[src/rtl/sdes_key_scheduler_if.sv]
// Handshake bundle between the S-DES key scheduler and its key-load / round-datapath neighbours.
interface sdes_key_scheduler_if;
  logic       key_valid;
  logic [9:0] key;
  logic       key_ready;
  logic       run;
  logic       decrypt;
  logic       sched_valid;
  logic       busy;
  logic       rk_valid;
  logic [7:0] rk;
  logic       rk_last;
  logic       rk_ack;
  logic       run_err;

  // Driver side: key loader and round datapath.
  modport master (
    output key_valid, key, run, decrypt, rk_ack,
    input  key_ready, sched_valid, busy, rk_valid, rk, rk_last, run_err
  );

  // Scheduler side.
  modport slave (
    input  key_valid, key, run, decrypt, rk_ack,
    output key_ready, sched_valid, busy, rk_valid, rk, rk_last, run_err
  );
endinterface

[src/rtl/sdes_key_scheduler.sv]
// Iterative S-DES key schedule: derives K1/K2 with a rotating {L,R} register over several
// cycles, then serves the two round keys in encrypt or decrypt order under valid/ack.
module sdes_key_scheduler #(
  parameter bit SINGLE_SHIFT = 1'b1
) (
  input  logic                 clk,
  input  logic                 rst,
  sdes_key_scheduler_if.slave  bus
);

  typedef enum logic [2:0] {StIdle, StLs1, StLs2a, StLs2b, StRk0, StRk1} state_e;

  state_e     state_q, state_d;
  logic [4:0] l_q, l_d, r_q, r_d;
  logic [7:0] k1_q, k1_d, k2_q, k2_d;
  logic       mode_q, mode_d;
  logic       sched_valid_q, sched_valid_d;
  logic       run_err_q, run_err_d;

  logic [9:0] p10_key;
  logic [4:0] l_rot1, r_rot1, l_rot2, r_rot2;

  // Bit k(n) of the standard numbering lives at index 10-n.
  function automatic logic [7:0] p8(input logic [9:0] lr);
    return {lr[4], lr[7], lr[3], lr[6], lr[2], lr[5], lr[0], lr[1]};
  endfunction

  assign p10_key = {bus.key[7], bus.key[5], bus.key[8], bus.key[3], bus.key[6],
                    bus.key[0], bus.key[9], bus.key[1], bus.key[2], bus.key[4]};

  assign l_rot1 = {l_q[3:0], l_q[4]};
  assign r_rot1 = {r_q[3:0], r_q[4]};
  assign l_rot2 = {l_q[2:0], l_q[4:3]};
  assign r_rot2 = {r_q[2:0], r_q[4:3]};

  // State register.
  always_ff @(posedge clk) begin
    if (rst) state_q <= StIdle;
    else     state_q <= state_d;
  end

  // Next-state logic; key load takes priority over run in IDLE.
  always_comb begin
    state_d = state_q;
    unique case (state_q)
      StIdle: begin
        if (bus.key_valid)                    state_d = StLs1;
        else if (bus.run && sched_valid_q)    state_d = StRk0;
      end
      StLs1:   state_d = StLs2a;
      StLs2a:  state_d = SINGLE_SHIFT ? StLs2b : StIdle;
      StLs2b:  state_d = StIdle;
      StRk0:   if (bus.rk_ack) state_d = StRk1;
      StRk1:   if (bus.rk_ack) state_d = StIdle;
      default: state_d = StIdle;
    endcase
  end

  // Datapath next-state: shift register, subkey capture, order latch and error pulse.
  always_comb begin
    l_d           = l_q;
    r_d           = r_q;
    k1_d          = k1_q;
    k2_d          = k2_q;
    mode_d        = mode_q;
    sched_valid_d = sched_valid_q;
    run_err_d     = 1'b0;
    unique case (state_q)
      StIdle: begin
        if (bus.key_valid) begin
          {l_d, r_d}    = p10_key;
          sched_valid_d = 1'b0;
          run_err_d     = bus.run;  // run colliding with a key load is dropped
        end else if (bus.run) begin
          if (sched_valid_q) mode_d    = bus.decrypt;
          else               run_err_d = 1'b1;
        end
      end
      StLs1: begin
        l_d  = l_rot1;
        r_d  = r_rot1;
        k1_d = p8({l_rot1, r_rot1});
      end
      StLs2a: begin
        if (SINGLE_SHIFT) begin
          l_d = l_rot1;
          r_d = r_rot1;
        end else begin
          l_d           = l_rot2;
          r_d           = r_rot2;
          k2_d          = p8({l_rot2, r_rot2});
          sched_valid_d = 1'b1;
        end
      end
      StLs2b: begin
        l_d           = l_rot1;
        r_d           = r_rot1;
        k2_d          = p8({l_rot1, r_rot1});
        sched_valid_d = 1'b1;
      end
      default: ;
    endcase
  end

  // Datapath registers.
  always_ff @(posedge clk) begin
    if (rst) begin
      l_q           <= '0;
      r_q           <= '0;
      k1_q          <= '0;
      k2_q          <= '0;
      mode_q        <= 1'b0;
      sched_valid_q <= 1'b0;
      run_err_q     <= 1'b0;
    end else begin
      l_q           <= l_d;
      r_q           <= r_d;
      k1_q          <= k1_d;
      k2_q          <= k2_d;
      mode_q        <= mode_d;
      sched_valid_q <= sched_valid_d;
      run_err_q     <= run_err_d;
    end
  end

  // Outputs decoded purely from registered state, so rk has no input-to-output path.
  always_comb begin
    bus.key_ready   = (state_q == StIdle);
    bus.busy        = (state_q != StIdle);
    bus.sched_valid = sched_valid_q;
    bus.run_err     = run_err_q;
    bus.rk_valid    = 1'b0;
    bus.rk_last     = 1'b0;
    bus.rk          = '0;
    unique case (state_q)
      StRk0: begin
        bus.rk_valid = 1'b1;
        bus.rk       = mode_q ? k2_q : k1_q;
      end
      StRk1: begin
        bus.rk_valid = 1'b1;
        bus.rk_last  = 1'b1;
        bus.rk       = mode_q ? k1_q : k2_q;
      end
      default: ;
    endcase
  end

endmodule

[src/flat_wrapper.sv]
// flat-port wrapper written by rule: the top's interface ports become plain ports
module sdes_key_scheduler_flat 
#(
  parameter bit SINGLE_SHIFT = 1'b1
)
  (clk, rst, bus_key_valid, bus_key, bus_run, bus_decrypt, bus_rk_ack, bus_key_ready, bus_sched_valid, bus_busy, bus_rk_valid, bus_rk, bus_rk_last, bus_run_err);
  sdes_key_scheduler_if bus_i ();
  input  logic clk;
  input  logic rst;
  input wire logic [$bits(bus_i.key_valid)-1:0] bus_key_valid;
  input wire logic [$bits(bus_i.key)-1:0] bus_key;
  input wire logic [$bits(bus_i.run)-1:0] bus_run;
  input wire logic [$bits(bus_i.decrypt)-1:0] bus_decrypt;
  input wire logic [$bits(bus_i.rk_ack)-1:0] bus_rk_ack;
  output wire logic [$bits(bus_i.key_ready)-1:0] bus_key_ready;
  output wire logic [$bits(bus_i.sched_valid)-1:0] bus_sched_valid;
  output wire logic [$bits(bus_i.busy)-1:0] bus_busy;
  output wire logic [$bits(bus_i.rk_valid)-1:0] bus_rk_valid;
  output wire logic [$bits(bus_i.rk)-1:0] bus_rk;
  output wire logic [$bits(bus_i.rk_last)-1:0] bus_rk_last;
  output wire logic [$bits(bus_i.run_err)-1:0] bus_run_err;
  assign bus_i.key_valid = bus_key_valid;
  assign bus_i.key = bus_key;
  assign bus_i.run = bus_run;
  assign bus_i.decrypt = bus_decrypt;
  assign bus_i.rk_ack = bus_rk_ack;
  assign bus_key_ready = bus_i.key_ready;
  assign bus_sched_valid = bus_i.sched_valid;
  assign bus_busy = bus_i.busy;
  assign bus_rk_valid = bus_i.rk_valid;
  assign bus_rk = bus_i.rk;
  assign bus_rk_last = bus_i.rk_last;
  assign bus_run_err = bus_i.run_err;
  sdes_key_scheduler #(.SINGLE_SHIFT(SINGLE_SHIFT)) u_core (.clk(clk), .rst(rst), .bus(bus_i));
endmodule
[config.mk]
export PLATFORM = sky130hd
export DESIGN_NAME = sdes_key_scheduler_flat
export DESIGN_NICKNAME = d
export VERILOG_FILES = /design/src/rtl/sdes_key_scheduler_if.sv /design/src/rtl/sdes_key_scheduler.sv /design/src/flat_wrapper.sv
export SDC_FILE = /design/constraint.sdc
export NUM_CORES = 1
export LEC_CHECK = 0
export CAP_MARGIN = 20
export CELL_PAD_IN_SITES_DETAIL_PLACEMENT = 0
export CELL_PAD_IN_SITES_GLOBAL_PLACEMENT = 1
export CORE_ASPECT_RATIO = 0.6
export CORE_MARGIN = 2
export CORE_UTILIZATION = 40
export CTS_BUF_LIST = sky130_fd_sc_hd__clkbuf_8
export CTS_CLUSTER_DIAMETER = 30
export CTS_CLUSTER_SIZE = 10
export DETAILED_ROUTE_END_ITERATION = 6
export PLACE_DENSITY = 0.93
export SETUP_SLACK_MARGIN = 0.05
export SYNTH_ARGS = -nofsm -noshare
export SYNTH_HDL_FRONTEND = slang
export SYNTH_SLANG_ARGS = --single-unit
export TNS_END_PERCENT = 100
[constraint.sdc]
create_clock -name clk -period 1.6 [get_ports clk]
set_input_delay 0.16 -clock clk [delete_from_list [all_inputs] [get_ports clk]]
set_output_delay 0.16 -clock clk [all_outputs]
set_load 0.1 [all_outputs]
==> summary.md <==
| Metric | Value |
|---|---|
| Setup crit end kind | `output port` |
| YS warnings | `0` |
| Capture point of the critical path | `bus_rk[6]` |
| Switching share of power | `0.369` |
| Fin Clk Skew | `0.00432 ns` |
| Number of enable flip-flop cells after synthesis | `0` |
| Synth top area cells | `dfxtp_1 (41%), mux2i_1 (10%), or4b_1 (6.3%)` |
| I/O pin cnt | `30` |
| Slew margin rel. | `0.754` |
| Synthesis-to-layout area growth | `64.9%` |
| Leak | `0.00106 µW` |
| Clock transition at the registers of the reported paths | `0.07 ns` |
| Status | `finished, violations left` |
| Wire length of the first global-routing pass | `7090 µm` |
| Sum Neg Setup Slack | `-0.0970 ns` |
| Initial antenna violation count | `0` |
| WL/cell | `15.9 µm` |
| Met3 routed WL | `176 µm` |
| Final-stage net count | `239` |
| RD Place Congestion | `0.737` |
| DRT Pass-1 Iters | `4` |
| Hold-fix buffers, CTS | `0` |
| Vias | `1,453` |
| Clk Latency, worst-skew pair | `0.28 ns` |
| Ys async rst share | `0` |
| Internal | `1850 µW` |
| Layout cells sized above 1 | `0.404` |
| Largest net degree at the start of global routing | `33` |
| Seq/Total Area, Yosys | `0.406` |
| Worst setup path class | `flip-flop to output port` |
| Synth top area share | `0.406` |
| Startpoint types | `flip-flop` |
| Post-route minimum period | `1.64 ns` |
| R2R depth | `5` |
| Yosys cell types | `30` |
| Vias per inst | `5.38` |
| Horiz. Die Dim | `85.1 µm` |
| Final hold slack | `0.465 ns` |
| Post-DP HPWL | `2740 µm` |
| Worst Tran Pin Value | `0.369 ns` |
| Crit-path max FO | `8` |
| Post-route DRC | `0` |
| Ant. Diodes | `0` |
| R2R setup slack | `0.08 ns` |
| Final Max Slew Viols | `0` |
| Worst min path class | `flip-flop to flip-flop` |
| Most frequent cell after synthesis | `dfxtp_1` |
| Design Power | `2940 µW` |
| Ys flop type | `dfxtp_1` |
| Reg2reg end | `u_core.l_q[4]` |
| Mean area per synthesized cell | `8.53 µm²` |
| # rows | `17` |
| VDD IR max | `974 µV` |
| CP Data Arrival Time | `1.48 ns` |
| Reg power frac | `0.351` |
| Placed cell area | `2250 µm²` |
| Final Util | `0.699` |
| Synth cell count leaders | `dfxtp_1 (32), a21oi_1 (19), nor2_1 (19)` |
| Max-cap violations | `0` |
| CP startpoint | `u_core.state_q[0]` |
| Max Freq | `608 MHz` |
| Reg2reg start | `u_core.state_q[0]` |
| Die Area | `4480 µm²` |
| Final instance area | `2600 µm²` |
| Cells after synthesis | `185` |
| Clock Tree Buf Depth | `2` |
| GRT Residual Overflow | `0` |
| Final worst path period share | `1.03` |
| Clk sinks | `32` |
| WL met1 | `2000 µm` |
| Routed wl met2 | `2070 µm` |
| Core ar. | `3720 µm²` |
| Clock Power Share | `0.231` |
| Die span in y | `52.7 µm` |
| Violated checks | `setup timing` |
| Post-Syn Nets | `201` |
| #FFs+latches synth | `32` |
| Cell taking the most area after synthesis | `dfxtp_1` |
| Netlist Area Pre-Place | `1580 µm²` |
| Detailed Route WL | `4290 µm` |
| Fill cells | `288` |
| Critical Path RT | `1.44 ns` |
| IO buf count | `29` |
| Switch Pwr | `1080 µW` |
| Final setup vio count | `8` |
| CTS buffer count | `5` |
| Drt initial violations | `91` |
| Unrepaired setup endpoints after global routing | `true` |
| H-tree levels | `2` |
| CTS tree | `yes` |
| Post-route setup slack | `-0.0440 ns` |
| Final antenna-violating net count | `0` |
| Comb power frac | `0.419` |
| Pwr dens | `1130 nW/µm²` |
| All-Layer GR Usage | `0.206` |
| Final hold vios | `0` |
| CTS Root Cell | `clkbuf_8` |
| Initial Util | `0.424` |
| Vias in the first global route | `1,513` |
| Top Layer Used | `met4` |
-- per-layer routing --
layer	GRT usage	up-vias
met5	0	-
met4	0.0688	0
met3	0.0535	7
met2	0.349	34
met1	0.259	699
li1	-	713
-- worst min-delay path by stage --
stage | from | endpoint | depth (start not counted)
floorplan | rst | u_core.bus.sched_valid | 1
global placement | u_core.l_q[3] | u_core.l_q[3] | 2
detailed placement | u_core.l_q[3] | u_core.l_q[3] | 2
CTS | u_core.l_q[3] | u_core.l_q[3] | 2
global route | u_core.l_q[2] | u_core.l_q[2] | 2
finish | u_core.l_q[2] | u_core.l_q[2] | 2
-- power groups by stage --
stage / clock network [µW] / logic [µW] / registers (µW)
floorplan: 0 / 743 / 1010
global placement: 0 / 959 / 1050
detailed placement: 0 / 983 / 1060
CTS: 691 / 1090 / 1040
global route: 724 / 1310 / 1040
finish: 679 / 1230 / 1030
-- cell type report --
class	instances	area, µm²	share of cell area
clock buffers	7	96.3	0.0370
well taps	47	58.8	0.0226
flip-flops and latches	32	653	0.251
inverters	15	63.8	0.0245
multi-input cells	122	1090	0.419
repair buffers	47	639	0.246
-- logic make-up after synthesis --
logic type,count (synthesis),synth area share
xor gates and xnor gates,4,0.0222
and+or+nand+nor,57,0.196
muxes,16,0.102
AOI/OAI and AO/OA,45,0.188
DFF,32,0.406
buffers and inverters,31,0.0864
-- per-stage QoR --
stage | std cells | setup slack, ns
6_report | 270 | -0.0440
5_1_grt | 270 | -0.0937
2_1_floorplan | 185 | -0.139
3_3_place_gp | 255 | -0.0257
3_5_place_dp | 255 | -0.0934
4_1_cts | 266 | -0.0401
-- placed cells by master, fill, tap and decap left out, drive strengths merged, types with 13 or more instances in the layout --
cell and n:
dfxtp 32, a21oi 19, buf 32, inv 13, nand2 17, mux2i 16, clkdlybuf4s50 15, nor2 19
-- flip-flops by register name, indices dropped and copies added, names as in the netlist --
register                cells
u_core.bus.sched_valid      1
u_core.l_q                  5
u_core.k1_q                 8
u_core.bus.run_err          1
u_core.k2_q                 8
u_core.mode_q               1
u_core.r_q                  5
u_core.state_q              3
-- critical path: stages (launching register included) --
cell     delay (ns)
dfxtp_4        0.42
xor2_4         0.18
buf_12         0.18
nand2_4        0.06
a21oi_4        0.17
buf_12         0.19
-- repair_timing --
item	in CTS	in global routing
endpoints found under the setup margin	11	21
pin swaps	19	17
gates resized for setup	24	24
setup buffers	4	4
Note: power is estimated with default switching activity, not from simulation.
